===== src/rtl/comp_layer.sv =====
// Sequential arg-max over twelve packed signed element pairs: q = index of max(d1_i + d2_i), lowest index on ties.
// Optional macro COMP_LATCH_INPUTS_EN captures d1/d2 at load; otherwise d1/d2 are read live during RUN.
module comp_layer #(
  parameter int DATA_LEN = 16
) (
  input  logic                     clk,
  input  logic                     rst_n,
  input  logic                     load,
  input  logic [12*DATA_LEN-1:0]   d1,
  input  logic [12*DATA_LEN-1:0]   d2,
  output logic                     valid,
  output logic [3:0]               q,
  output logic [1:0]               fsm_state
);

  typedef enum logic [1:0] {IDLE = 2'd0, RUN = 2'd1, DONE = 2'd2} state_t;

  localparam logic signed [DATA_LEN:0] SCORE_MIN = {1'b1, {DATA_LEN{1'b0}}};

  state_t                    state, state_nx;
  logic [3:0]                idx, idx_nx;
  logic [3:0]                best_idx, best_idx_nx;
  logic [3:0]                q_nx;
  logic signed [DATA_LEN:0]  best, best_nx;
  logic signed [DATA_LEN:0]  score;
  logic [DATA_LEN-1:0]       e1, e2;
  logic                      better;
  logic [12*DATA_LEN-1:0]    src1, src2;

`ifdef COMP_LATCH_INPUTS_EN
  logic [12*DATA_LEN-1:0] d1_r, d2_r;

  always_ff @(posedge clk) begin
    if (rst_n) begin
      d1_r <= '0;
      d2_r <= '0;
    end else if (state == IDLE && load) begin
      d1_r <= d1;
      d2_r <= d2;
    end
  end

  assign src1 = d1_r;
  assign src2 = d2_r;
`else
  assign src1 = d1;
  assign src2 = d2;
`endif

  // Element mux for the current index; idx never exceeds 11 while RUN is active.
  always_comb begin
    e1 = '0;
    e2 = '0;
    for (int i = 0; i < 12; i++) begin
      if (idx == 4'(i)) begin
        e1 = src1[i*DATA_LEN +: DATA_LEN];
        e2 = src2[i*DATA_LEN +: DATA_LEN];
      end
    end
  end

  assign score  = $signed({e1[DATA_LEN-1], e1}) + $signed({e2[DATA_LEN-1], e2});
  assign better = (score > best);

  always_comb begin
    state_nx    = state;
    idx_nx      = idx;
    best_nx     = best;
    best_idx_nx = best_idx;
    q_nx        = q;
    case (state)
      IDLE: begin
        if (load) begin
          state_nx    = RUN;
          idx_nx      = 4'd0;
          best_nx     = SCORE_MIN;
          best_idx_nx = 4'd0;
        end
      end
      RUN: begin
        if (better) begin
          best_nx     = score;
          best_idx_nx = idx;
        end
        if (idx == 4'd11) begin
          // Last element folds straight into q so DONE carries the final answer.
          state_nx = DONE;
          idx_nx   = 4'd0;
          q_nx     = better ? idx : best_idx;
        end else begin
          idx_nx = idx + 4'd1;
        end
      end
      DONE:    state_nx = IDLE;
      default: state_nx = IDLE;
    endcase
  end

  always_ff @(posedge clk) begin
    if (rst_n) begin
      state    <= IDLE;
      idx      <= 4'd0;
      best     <= '0;
      best_idx <= 4'd0;
      q        <= 4'd0;
    end else begin
      state    <= state_nx;
      idx      <= idx_nx;
      best     <= best_nx;
      best_idx <= best_idx_nx;
      q        <= q_nx;
    end
  end

  assign valid     = (state == DONE);
  assign fsm_state = state;

endmodule


===== config.mk =====
export PLATFORM = sky130hd
export DESIGN_NAME = comp_layer
export DESIGN_NICKNAME = d
export VERILOG_FILES = /design/src/rtl/comp_layer.sv
export SDC_FILE = /design/constraint.sdc
export NUM_CORES = 1
export LEC_CHECK = 0
export BUFFER_PORTS_ARGS = -buffer_cell sky130_fd_sc_hd__buf_2
export CAP_MARGIN = 10
export CORE_AREA = 2 2 153 155
export CTS_BUF_LIST = sky130_fd_sc_hd__clkbuf_8
export DETAILED_ROUTE_END_ITERATION = 10
export DIE_AREA = 0 0 155 157
export GPL_TIMING_DRIVEN = 0
export HOLD_SLACK_MARGIN = 0.12
export PLACE_DENSITY = 0.5
export REMOVE_ABC_BUFFERS = 1
export SETUP_SLACK_MARGIN = 0.02
export SKIP_LAST_GASP = 1
export SYNTH_ARGS = -nofsm -noshare
export SYNTH_HDL_FRONTEND = slang
export SYNTH_SLANG_ARGS = --single-unit

===== constraint.sdc =====
create_clock -name clk -period 5.6 [get_ports clk]
set_clock_uncertainty 0.15 [all_clocks]
set_input_delay 1.12 -clock clk [delete_from_list [all_inputs] [get_ports clk]]
set_output_delay 1.12 -clock clk [all_outputs]
set_load 0.005 [all_outputs]

==> flow_summary.toml <==
[outcome]
status = "finished, violations left"
violations = "negative setup slack"

[worst_setup_path]
r2r_slack_ps = -250
arrival_ps = 5930
rr_endpoint = "best[5]$_SDFFE_PP0P_"
worstSetupPathType = "reg2reg"
reg2reg_from = "idx[0]$_SDFFE_PP0P_"
cp_max_fo = 5
crit_top_cell = "buf_4"
reg2reg_depth = 26
start_kind = "register"
crit_path_max_incr_delay_ps = 450
crit_required_ps = 5680
cpMaxStageDelayCell = "o41ai_4"
crit_path_end_kind = "register"

[routing]
route.detailed.drc = 0
vias = 8249
drtIter0Drc = 510
drtPass1Iterations = 5
viasPerCell = 5.53
wl_microns = 34600
wl_per_cell_microns = 23.1
detail-route-antenna-nets = 0

[placement]
port_buffers = 393
gp_congestion = 0.876
post-dp-hpwl_microns = 24000
placed_area_sq_um = 7560
placed_cells = 1402

[clock_tree]
htreeDepth = 2
numCtsBuffers = 5
root_buffer = "clkbuf_8"
clkLatencyLatePin_ps = 290
cts_tree = "built"
cts.sinks = 31
hold_buffers = 0
clk_pin_slew_worst_paths_ps = 70
cts_buffer_depth = 2

[power]
power.total_mw = 1.80
vdd_ir_drop_max_mv = 0.135
leakagePower_nw = 4.08
powerDensity_nw_per_um2 = 195

[job]
max-cap-violations = 0

[sta]
final_hold_viol_count = 0
fmax_mhz = 171
rsz0062_at_grt = "yes"
setup_ws_ps = -254
fin_crit_ps = 5850
slew_violations = 0
slew_headroom_pct = 57.8
tightest_slew_ps = 633
post-route-period-util_pct = 105
setup_violations = 24

[floorplan]
rows = 55
start_util_pct = 23.5
die_x_microns = 155
design.die.area_sq_um = 24300
die_h_microns = 157
pin_count = 394
placeableCoreArea_sq_um = 22500

[yosys]
synth_top_area_share_pct = 12.3
syn_avg_cell_area_sq_um = 6.77
synth_edf_count = 0
ys_ff_latch = 31
synth_area_sq_um = 5290
synth_top_cell_by_area = "a221oi_1"
synth_flop_cell = "dfxtp_1"
async_flop_share_pct = 0
synthCells = 781
ys_warn_count = 0
ys_types = 65
ys_top_cells_by_area = "a221oi_1 (12%), dfxtp_1 (12%), ha_1 (8.8%)"
ys_seq_area_share_pct = 11.7

[finish]
fillers = 2355
fin_nets = 1631
final_cell_mix = "buf_2 (394), nand2_1 (89), nor2_1 (88), a221oi_1 (56), buf_4 (55)"
drive_above_1_share_pct = 51.4
layout_commonest_cell = "buf_2"
fin_area_sq_um = 9200
area_growth_pct = 74.0
layoutNonFillerInstCount = 1493

[global_route]
grt_pass1_vias = 8027
grt_first_pass_wirelength_microns = 48800
grt_overflow_total = 0
grt_max_degree = 52
grt_usage_pct = 26.6
grt_antenna_before_repair = 1

[hold_path]
worstHoldPathType = "reg2reg"
holdPathEnd = "best[4]$_SDFFE_PP0P_"
worstHoldStart = "best[4]$_SDFFE_PP0P_"
min_path_cells = 1
area by class of cell:
cell class,count,area [sq um],share of cell area [%]
multi-input combinational,657,5030,54.7
timing repair buffer,484,2950,32.1
tap,285,357,3.88
antenna,1,2.50,0.0272
sequential,31,633,6.88
clock buffer,6,82.6,0.898
inverter,27,106,1.16
clock inverter,2,35.0,0.381
Yosys cell counts, types with 3 or more instances:
master	number
buf_1	3
a21oi_1	32
nor3b_1	4
a221oi_1	74
dfxtp_1	31
o21ai_0	28
buf_2	25
and3_1	5
ha_1	37
a22o_1	20
a22oi_1	33
o221a_1	17
nand4_1	5
a211oi_1	7
mux2i_1	3
nor2b_1	5
o22ai_1	12
or2_2	3
and2_1	6
clkbuf_1	42
o211ai_1	13
o31a_1	3
xnor2_1	9
nor3_1	40
nand3_1	8
inv_1	27
a31oi_1	22
o21ai_1	33
a21o_1	6
nor2_1	95
nand2_1	91
registers in the layout, summed over array words and instances (netlist names):
register	flops
best_idx	4
best	17
q	4
idx	4
fsm_state	2
power breakdown:
part	switching [mW]	internal, mW	total (mW)	leakage, nW
Combinational	0.643	0.655	1.30	3.76
Sequential	0.0167	0.250	0.267	0.255
Clock	0.0877	0.144	0.232	0.0612
Total	0.747	1.05	1.80	4.08
stage by stage:
step           setup TNS, ps  setup WS (ps)  hold slack (ps)  utilization [%]
6_report               -4720           -254              329             40.9
3_3_place_gp         -198210          -8150              312             32.4
3_5_place_dp          -46490          -1980              314             33.6
5_1_grt               -10510           -496              350             40.9
4_1_cts                -7450           -350              338             38.9
2_1_floorplan         -88660          -3700              287                -
kinds of logic after synthesis:
group           synth area share (%)
compound gates                  44.7
mux                            0.781
fa+ha+maj                       9.13
buf+inv                         8.05
simple gates                    23.8
flops                           11.7
xor+xnor                        1.82
critical path, delay by kind of cell, from the launching register on:
kind,cells,cell delay [ps]
AOI/OAI and AO/OA,12,2720
adders and majority gates,3,610
buffers and inverters,4,480
DFF,1,390
muxes,1,290
and+or+nand+nor,6,1150
per-layer routing:
metal  vias up  wire length [microns]  global-route usage [%]
met5         -                      0                       0
met1      3898                  13900                    33.4
met4         0                   1180                    9.61
li1       3884                      -                       -
met3        64                   2280                    3.91
met2       403                  17200                    46.3
what timing repair did:
| action | CTS | global route |
|---|---|---|
| pin swaps | 62 | 67 |
| endpoints found under the setup margin | 25 | 25 |
| setup buffers | 56 | 19 |
| cloned | 9 | 0 |
| gates resized for setup | 118 | 62 |
how the worst max path moves through the flow:
stage | end | depth (start not counted) | slack, ps | startpoint
2_1_floorplan | best[0]$_SDFFE_PP0P_ | 22 | -3700 | idx[0]$_SDFFE_PP0P_
3_3_place_gp | best[6]$_SDFFE_PP0P_ | 21 | -8150 | idx[1]$_SDFFE_PP0P_
3_5_place_dp | best[15]$_SDFFE_PP0P_ | 23 | -1980 | idx[0]$_SDFFE_PP0P_
4_1_cts | best[3]$_SDFFE_PP0P_ | 27 | -350 | idx[0]$_SDFFE_PP0P_
5_1_grt | best[4]$_SDFFE_PP0P_ | 28 | -500 | idx[0]$_SDFFE_PP0P_
6_report | best[5]$_SDFFE_PP0P_ | 26 | -250 | idx[0]$_SDFFE_PP0P_
(Power assumes the default switching activity.)
